File: src/rtl/ham_decode_125_if.sv
// Stream bundle for the Hamming(17,12) decoder: codeword input side and decoded-word output side.
`timescale 1ns/1ps
interface ham_decode_125_if;
    logic        in_valid;
    logic        in_ready;
    logic [16:0] in_code;
    logic        out_valid;
    logic        out_ready;
    logic [11:0] out_data;
    logic        out_corrected;
    logic        out_uncorr;
    logic [4:0]  out_syndrome;

    modport slave (
        input  in_valid, in_code, out_ready,
        output in_ready, out_valid, out_data, out_corrected, out_uncorr, out_syndrome
    );

    modport master (
        output in_valid, in_code, out_ready,
        input  in_ready, out_valid, out_data, out_corrected, out_uncorr, out_syndrome
    );
endinterface

File: src/rtl/ham_decode_125.sv
// Hamming(17,12) SEC decoder: syndrome in stage 1, single-bit correction and data extraction in
// stage 2, with full valid/ready backpressure and saturating corrected/uncorrectable counters.
`timescale 1ns/1ps
module ham_decode_125 #(
    parameter int CNT_W = 16
) (
    input  logic             clk,
    input  logic             resetn,
    ham_decode_125_if.slave  bus,
    input  logic             cnt_clear,
    output logic [CNT_W-1:0] cnt_corr,
    output logic [CNT_W-1:0] cnt_uncorr
);

    function automatic logic [4:0] syndrome_of(input logic [16:0] code);
        logic [4:0] s;
        s = '0;
        for (int p = 1; p <= 17; p++) begin
            if (code[p-1]) s = s ^ 5'(p);
        end
        return s;
    endfunction

    function automatic logic [16:0] apply_flip(input logic [16:0] code, input logic [4:0] syn);
        if (syn != 5'd0 && syn <= 5'd17) return code ^ (17'd1 << (syn - 5'd1));
        return code;
    endfunction

    // Data positions 3,5,6,7,9..15,17 map to code bits 2,4..6,8..14,16.
    function automatic logic [11:0] extract_data(input logic [16:0] c);
        return {c[16], c[14:8], c[6:4], c[2]};
    endfunction

    function automatic logic [CNT_W-1:0] sat_inc(input logic [CNT_W-1:0] v);
        return (&v) ? v : v + CNT_W'(1);
    endfunction

    logic [16:0] code_p1;
    logic [4:0]  syn_p1;
    logic        vld_p1;
    logic        vld_p2;
    logic [11:0] data_p2;
    logic        corr_p2;
    logic        uncorr_p2;
    logic [4:0]  syn_p2;
    logic        s2_load;
    logic        s1_move;
    logic        accept;
    logic        consume;

    assign s2_load      = !vld_p2 || bus.out_ready;
    assign s1_move      = vld_p1 && s2_load;
    assign bus.in_ready = !vld_p1 || s2_load;
    assign accept       = bus.in_valid && bus.in_ready;
    assign consume      = vld_p2 && bus.out_ready;

    // ---- stage 1: register codeword and its syndrome ----
    always_ff @(posedge clk or negedge resetn) begin
        if (!resetn) begin
            vld_p1 <= 1'b0;
        end else if (accept) begin
            vld_p1 <= 1'b1;
        end else if (s1_move) begin
            vld_p1 <= 1'b0;
        end
    end

    always_ff @(posedge clk) begin
        if (accept) begin
            code_p1 <= bus.in_code;
            syn_p1  <= syndrome_of(bus.in_code);
        end
    end

    // ---- stage 2: correct, extract data, classify (output register) ----
    always_ff @(posedge clk or negedge resetn) begin
        if (!resetn) begin
            vld_p2    <= 1'b0;
            data_p2   <= '0;
            corr_p2   <= 1'b0;
            uncorr_p2 <= 1'b0;
            syn_p2    <= '0;
        end else begin
            if (s2_load) vld_p2 <= vld_p1;
            if (s1_move) begin
                data_p2   <= extract_data(apply_flip(code_p1, syn_p1));
                corr_p2   <= (syn_p1 != 5'd0) && (syn_p1 <= 5'd17);
                uncorr_p2 <= (syn_p1 >= 5'd18);
                syn_p2    <= syn_p1;
            end
        end
    end

    // Counters advance on consumed beats only; clear takes priority.
    always_ff @(posedge clk or negedge resetn) begin
        if (!resetn) begin
            cnt_corr   <= '0;
            cnt_uncorr <= '0;
        end else if (cnt_clear) begin
            cnt_corr   <= '0;
            cnt_uncorr <= '0;
        end else if (consume) begin
            if (corr_p2)   cnt_corr   <= sat_inc(cnt_corr);
            if (uncorr_p2) cnt_uncorr <= sat_inc(cnt_uncorr);
        end
    end

    assign bus.out_valid     = vld_p2;
    assign bus.out_data      = data_p2;
    assign bus.out_corrected = corr_p2;
    assign bus.out_uncorr    = uncorr_p2;
    assign bus.out_syndrome  = syn_p2;

endmodule

File: src/flat_wrapper.sv
// flat-port wrapper written by rule: the top's interface ports become plain ports
module ham_decode_125_flat 
#(
    parameter int CNT_W = 16
)
  (clk, resetn, cnt_clear, cnt_corr, cnt_uncorr, bus_in_valid, bus_in_code, bus_out_ready, bus_in_ready, bus_out_valid, bus_out_data, bus_out_corrected, bus_out_uncorr, bus_out_syndrome);
  ham_decode_125_if bus_i ();
  input  logic clk;
  input  logic resetn;
  input  logic cnt_clear;
  output logic [CNT_W-1:0] cnt_corr;
  output logic [CNT_W-1:0] cnt_uncorr;
  input wire logic [$bits(bus_i.in_valid)-1:0] bus_in_valid;
  input wire logic [$bits(bus_i.in_code)-1:0] bus_in_code;
  input wire logic [$bits(bus_i.out_ready)-1:0] bus_out_ready;
  output wire logic [$bits(bus_i.in_ready)-1:0] bus_in_ready;
  output wire logic [$bits(bus_i.out_valid)-1:0] bus_out_valid;
  output wire logic [$bits(bus_i.out_data)-1:0] bus_out_data;
  output wire logic [$bits(bus_i.out_corrected)-1:0] bus_out_corrected;
  output wire logic [$bits(bus_i.out_uncorr)-1:0] bus_out_uncorr;
  output wire logic [$bits(bus_i.out_syndrome)-1:0] bus_out_syndrome;
  assign bus_i.in_valid = bus_in_valid;
  assign bus_i.in_code = bus_in_code;
  assign bus_i.out_ready = bus_out_ready;
  assign bus_in_ready = bus_i.in_ready;
  assign bus_out_valid = bus_i.out_valid;
  assign bus_out_data = bus_i.out_data;
  assign bus_out_corrected = bus_i.out_corrected;
  assign bus_out_uncorr = bus_i.out_uncorr;
  assign bus_out_syndrome = bus_i.out_syndrome;
  ham_decode_125 #(.CNT_W(CNT_W)) u_core (.clk(clk), .resetn(resetn), .bus(bus_i), .cnt_clear(cnt_clear), .cnt_corr(cnt_corr), .cnt_uncorr(cnt_uncorr));
endmodule
File: config.mk
export PLATFORM = sky130hd
export DESIGN_NAME = ham_decode_125_flat
export DESIGN_NICKNAME = d
export VERILOG_FILES = /design/src/rtl/ham_decode_125_if.sv /design/src/rtl/ham_decode_125.sv /design/src/flat_wrapper.sv
export SDC_FILE = /design/constraint.sdc
export NUM_CORES = 1
export LEC_CHECK = 0
export BUFFER_PORTS_ARGS = -buffer_cell sky130_fd_sc_hd__buf_2
export CAP_MARGIN = 25
export CORE_MARGIN = 5
export CORE_UTILIZATION = 40
export CTS_CLUSTER_DIAMETER = 60
export CTS_CLUSTER_SIZE = 12
export DETAILED_ROUTE_END_ITERATION = 6
export PLACE_DENSITY = 0.62
export SETUP_SLACK_MARGIN = 0.5
export SYNTH_ARGS = -nofsm -noshare
export SYNTH_HDL_FRONTEND = slang
export SYNTH_SLANG_ARGS = --single-unit
File: constraint.sdc
create_clock -name clk -period 4.9 [get_ports clk]
set_input_delay 0.245 -clock clk [delete_from_list [all_inputs] [get_ports clk]]
set_output_delay 0.245 -clock clk [all_outputs]
set_load 0.01 [all_outputs]
==> run summary, run 1 <==
After detailed routing, the number of vias per cell comes to 5.410. The gate count after technology mapping came out at 340. The final wirelength is 7823 um. The DRC violation total after the first TritonRoute iteration is 79.

The cell family contributing the most delay on the critical path is simple AND/OR/NAND/NOR gates. Clock latency on the worst-skew pair, taken at its later pin, is 340 ps. For met3 alone, demand over resource in global routing was 0.04904. The worst-case clock skew came out at 9.027 ps. The achievable clock frequency is 0.4863 GHz. TritonCTS built the clock tree. Yosys mapped a number of flops with a built-in enable equal to 17.

The reported max-cap violation count is 0. The longest individual stage delay on the worst path came out at 650 ps. The leakage power total is 0.001718 uW. Clock-pin slew was measured on the worst setup and hold paths at 80 ps. Dividing the detail-routed wire length by the instance count gives 14.90 um. The total power divided by cell area came out at 340.6 mW/mm^2.

The number of antenna violations at the first check in global routing came out at 0. The setup path with the least slack is of type reg -> reg. For met1 alone, demand over resource in global routing was 0.1810. On the critical path, the stage with the largest delay is an instance of nor4_1. In the synthesized netlist the dominant register cell turns out to be dfrtp_1. In the global route stage, met2 resource usage came out at 0.2409. The number of clock sinks came out at 70. The count of input and output buffers came out at 74.

Walking the worst path, the cells encountered are nand4_1 > nor4_1 > a31oi_1 > mux2_2. The final clock period utilization by the worst path came out at 0.4196. The share of async-settable or async-resettable flops after synthesis came out at 0.7571. The HPWL after detailed placement is 5679 um. The synthesized area came out at 0.003537 mm^2. The most used routing layer in global routing is met2. The worst path arrival time is 2280 ps. The share of the synthesized area in the top cell type came out at 0.3750. The number of setup buffers added after CTS came out at 0. The total number of vias came out at 2840. The vertical die dimension is 104.0 um. After global routing the overflow that remains totals 0.

The total area inside the core boundary comes to 0.008678 mm^2. The minimum clock period after layout came out at 2056 ps. 0 antenna diodes ended up in the layout. Measured against its own limit, the worst slew margin works out to 0.3863. The number of buffers inserted by hold repair at cts is 0. The die width came out at 104.0 um. At the pin with the least slew margin, the transition time is 918.3 ps.

The number of cell rows came out at 34. The number of warnings issued by yosys is 0. The final number of max-transition violations came out at 0.

After synthesis, the cell types taking the most area are dfrtp_1, edfxtp_1, xnor2_1. The tree is rooted in a clkbuf_8. The worst setup path is launched from a flop. The number of search-and-repair iterations in the first detailed-routing pass is 4.

The largest total area in the synthesized netlist belongs to dfrtp_1. The depth of the CTS H-tree came out at 3. The number of endpoints with negative hold slack in the final report is 0. Compared with the post-synthesis result, the final layout area differs by 19.28%. The peak supply drop is 0.1788 mV. The aggregate negative setup slack is 0 ps.

The count of nets after finishing is 436. Together, buffers and inverters on the worst path number 0. The maximum clock insertion buffer count is 2.

Entering global routing, the biggest net connects 54 pins. The congestion estimate from routability-driven global placement came to 0.8145. In this run the worst hold path is classified as in -> async.

75 I/O pins were placed. The first global-routing pass estimated 13280 um of wire. Setup repair after global routing left no endpoint under its margin.

The number of nets handed over by synthesis was 364. The utilization after layout came out at 0.4862. For this run, the total global-route usage over all layers was measured as 0.1470. The number of register bits inferred by synthesis is 70. The portion of the post-synthesis area used by sequential elements is 0.5193. The count of different cell masters after synthesis came out at 41.

The die covers 0.01082 mm^2. The kind of end point of the critical path is a flop. The run finished with clean final reports.

The post-detailed-route DRC marker count is 0. The initial utilization of the core area, before any placement, comes to 0.4076. Setup violations remaining at the end of the flow were counted as 0. The worst path required time is 5120 ps.

The count of cells resized by post-cts repair is 0. The synthesized area per cell came out at 10.40 um^2. The number of buffers created by CTS is 9. The proportion of layout cells with a drive suffix above 1 came out at 0.2590.

In this run the remaining antenna-violating nets after routing total 0. The via count of the first global-routing pass is 2764. The largest fanout of any net on the critical path came out at 7.
==> synth_stat cells (10+ instances only) <==
master	n
a21oi_1	21
clkbuf_1	12
dfrtp_1	53
edfxtp_1	17
nand2_1	30
nand3_1	12
nand4_1	10
nor2_1	12
o21ai_0	22
o31ai_1	14
or4_1	10
xnor2_1	24
xor2_1	12
==> metal layers <==
| layer | up-vias | wire length (um) |
|---|---|---|
| li1 | 1407 | - |
| met1 | 1333 | 3266 |
| met2 | 85 | 3862 |
| met3 | 15 | 531 |
| met4 | 0 | 163 |
| met5 | - | 0 |
==> final cells by class <==
class,count,area [um^2]
inverter,6,22.52
clock buffer,10,127.6
clock inverter,6,93.84
multi-input combinational,249,1618
tap,108,135.1
sequential,70,1837
fill,828,4459
timing repair buffer,76,385.4
==> sequential cells by signal (all words and copies together), names as in the netlist <==
name,cells
u_core.syn_p1,5
u_core.bus.out_valid,1
u_core.bus.out_corrected,1
u_core.code_p1,12
u_core.vld_p1,1
u_core.bus.out_uncorr,1
u_core.cnt_corr,16
u_core.bus.out_syndrome,5
u_core.cnt_uncorr,16
u_core.bus.out_data,12
==> stage by stage <==
| step | power [uW] | std cells | hold slack (ps) | setup WS [ps] | instance area [um^2] |
|---|---|---|---|---|---|
| after floorplan | 840.5 | 340 | -50.59 | 3092 | 3537 |
| after global placement | 930.9 | 509 | 415.7 | 2984 | 3998 |
| after detailed placement | 936.4 | 509 | 418.6 | 2915 | 3998 |
| after CTS | 1465 | 525 | 37.66 | 2870 | 4219 |
| after global routing | 1520 | 525 | 68.76 | 2715 | 4219 |
| final | 1437 | 525 | 15.93 | 2844 | 4219 |
==> where the power goes <==
part,switching (uW),internal (uW)
sequential,46.8,657
combinational,117,96.5
clock,228,291
total,392,1040
==> worst paths after layout <==
path	start	to	slack, ps	cells after the start
setup reg to reg	u_core.cnt_uncorr[11]	u_core.cnt_uncorr[0]	2840	4
setup / recovery	u_core.cnt_uncorr[11]	u_core.cnt_uncorr[0]	2840	4
hold reg to reg	u_core.bus.out_data[4]	u_core.bus.out_data[4]	480	2
min in group clk	bus_in_code[9]	u_core.code_p1[9]	100	1
max in group asynchronous	resetn	u_core.bus.out_data[10]	4400	2
hold / removal	resetn	u_core.cnt_corr[14]	20	2
==> kinds of logic after synthesis <==
kind of cell	synth area share
adder cells (fa/ha/maj)	0.007074
AND/OR/NAND/NOR	0.2126
XOR/XNOR	0.08914
buffers and inverters	0.02334
multiplexers	0.02830
flip-flops	0.5193
AO/OA/AOI/OAI	0.1203
==> cells in the final DEF, fill, tap and decap left out, types with 8 or more instances in the layout <==
| cell | synthesis | layout |
|---|---|---|
| xnor2_1 | 24 | 24 |
| mux2_2 | 8 | 8 |
| nand2_1 | 30 | 30 |
| nor2_1 | 12 | 12 |
| or3_1 | 8 | 8 |
| a21oi_1 | 21 | 21 |
| or4_1 | 10 | 10 |
| nand3_1 | 12 | 12 |
| edfxtp_1 | 17 | 17 |
| buf_2 | 3 | 74 |
| nand4_1 | 10 | 10 |
| clkbuf_8 | 0 | 9 |
| dfrtp_1 | 53 | 53 |
| xor2_1 | 12 | 12 |
| o31ai_1 | 14 | 14 |
| o21ai_0 | 22 | 22 |
Note: power is estimated with default switching activity, not from simulation.
==> inputs of run 2 (changes only) <==
PLACE_DENSITY = 0.64   (was 0.62)
clock period = 1.8 ns   (was 4.9 ns; I/O delays follow)
==> run 2 against run 1 <==
Compared with the run above: sequential cell count unchanged; sequential share of layout area shrank 11 points; setup slack lost 2800 ps; highest routed layer unchanged.
==> run summary, run 2 (synthesis results as in run 1) <==
The depth of the CTS H-tree is 3. For this design the static power due to leakage is 0.002513 uW. The number of fillers in the final layout is 673.

The leading cell type in the layout, fill and taps excluded is buf_2. 0 antenna diodes ended up in the layout. The worst min-delay path category is in -> reg. The cell total after placement came out at 525.

The reported max-cap violation count came out at 0. The total power of the final layout came out at 4417 uW. The largest registers in the layout are u_core.cnt_corr: 16 flops, u_core.cnt_uncorr: 16 flops.

Setup repair after global routing could not meet its margin everywhere. The proportion of layout cells with a drive suffix above 1 is 0.5468. The final critical-path setup slack came out at 29.67 ps. The vertical die dimension is 104.0 um.

The area growth from synthesis to layout came out at 63.35%. The via count of the first global-routing pass is 3367. The measured slew at the worst slew-check pin came out at 469.8 ps. The flow ran to the end, and the final reports show no timing, DRC or antenna violations. Across the VDD grid, the largest voltage drop is 0.5717 mV. The largest fanout of any net on the critical path came out at 6.

The first detailed-routing pass ran for 5 iterations. The worst path required time came out at 2090 ps. The final non-filler cell total is 631.

Clock tree synthesis inserted a total of 9 buffers. The total number of vias came out at 3438. The library cells used most frequently in the layout, excluding fill and tap cells, are buf_2, buf_4, dfrtp_1. The tightest hold margin is 21.55 ps. The overall fraction of global-route tracks in use is 0.1797. The clock tree from TritonCTS is done. Timing analysis after detailed placement gives a worst setup slack of 51.16 ps.

The area occupied by multi-input gates came out at 0.002180 mm^2. The number of clock sinks is 70. The number of endpoints with negative hold slack in the final report came out at 0. For this run, the top clock speed supported by timing is 0.5649 GHz.

Headroom to the max-slew limit came out at 0.6844. In this run the tool buffered the top-level ports with 74 buffer cells. The number of antenna violations at the first check in global routing is 0. The DRC violation total after the first TritonRoute iteration came out at 141. After the last flow step, the layout net total stands at 542. Setup violations remaining at the end of the flow were counted as 0. The worst setup path is launched from a flop.

The worst register-to-register path has a setup slack of 30 ps. The number of cell rows came out at 34. The minimum clock period after layout came out at 1770 ps.

The placer congestion estimate came out at 0.8265. Entering global routing, the biggest net connects 54 pins. The clock arrives with 7.869 ps of skew. The worst path arrival time is 2060 ps. The worst setup path is of the reg -> reg kind. The area used by sequential logic in the layout is 0.001852 mm^2. The die width came out at 104.0 um.

The initial standard-cell utilization of the core is 0.4076. The wire length of the first global-routing pass came out at 16130 um. 75 I/O pins were placed.

The maximum clock insertion buffer count is 2. The tree is rooted in a clkbuf_8. The post-detailed-route DRC marker count is 0.

The mean routed wirelength per cell came out at 16.66 um. Power spread over the standard cell area amounts to 764.4 mW/mm^2. The core box area is 0.008678 mm^2.

Summed over all layers, the global routing overflow is 0. The HPWL after detailed placement is 6031 um. Dividing the final minimum period by the clock period gives 0.9835. The die area is 0.01082 mm^2. The clock transition time at the flip-flop clock pins of the worst setup and hold paths came out at 80 ps.

The via density per instance is 5.448. The final number of max-transition violations came out at 0. The final wirelength came out at 10520 um. The number of nets with antenna violations after detailed routing came out at 0. The kind of end point of the critical path is a flop. The clock latency on the worst-skew pair came out at 360 ps.
## run 2: cell count changes in the layout (fill, tap and decap cells not counted), sizes merged
cell / previous run / this run
clkbuf: 10 / 11
buf: 76 / 162
dlymetal6s4s: 0 / 3
inv: 8 / 6
and2: 3 / 5
nand2: 30 / 32
or3: 10 / 11
dlygate4sd3: 0 / 11
clkinv: 1 / 3
## run 2: final timing paths
kind,startpoint,end,cells after the start
hold / removal,bus_in_code[3],u_core.syn_p1[2],2
setup reg to reg,u_core.cnt_corr[0],u_core.cnt_corr[14],5
hold reg to reg,u_core.bus.out_data[5],u_core.bus.out_data[5],2
max in group asynchronous,resetn,u_core.bus.out_valid,3
min in group asynchronous,resetn,u_core.cnt_corr[13],3
setup / recovery,u_core.cnt_corr[0],u_core.cnt_corr[14],5
## run 2: critical path, cell delays in order (launching register included)
cell and delay (ps):
dfrtp_1 390, ha_2 210, and2_4 140, nand4_1 230, or4_1 610, a21oi_2 130
## run 2: cell type report
class | instances | area share
Clock buffer | 10 | 0.02382
Timing Repair Buffer | 177 | 0.2365
Inverter | 6 | 0.003898
Tap cell | 108 | 0.02339
Clock inverter | 6 | 0.01472
Multi-Input combinational cell | 254 | 0.3772
Sequential cell | 70 | 0.3205
## run 2: routing by layer
metal	up-vias	GRT usage	wire length, um
li1	1626	-	-
met1	1692	0.2160	4146
met2	98	0.3147	5677
met3	22	0.03911	472
met4	0	0.06475	218
met5	-	0	0
## run 2: repair_timing
item                                    in CTS  in global routing
pin swaps                                   45                 38
resized for setup                           67                 81
setup buffers                               56                 11
endpoints found under the hold margin       66                  0
cloned                                       4                  5
hold buffers                                14                  0
endpoints found under the setup margin      50                 73
## run 2: through the flow
stage	instance area, um^2	util	TNS (ps)
4_1_cts	5336	0.6149	0
5_1_grt	5778	0.6658	-29.27
6_report	5778	0.6658	0
3_3_place_gp	4234	0.4879	0
3_5_place_dp	4234	0.4879	0
2_1_floorplan	3692	-	0
## run 2: power by group
group	switching [uW]	internal [uW]	leakage, uW	total [uW]
clock	622	813	0.000110	1440
sequential	144	1790	0.000843	1930
combinational	487	561	0.00156	1050
total	1250	3160	0.00251	4420
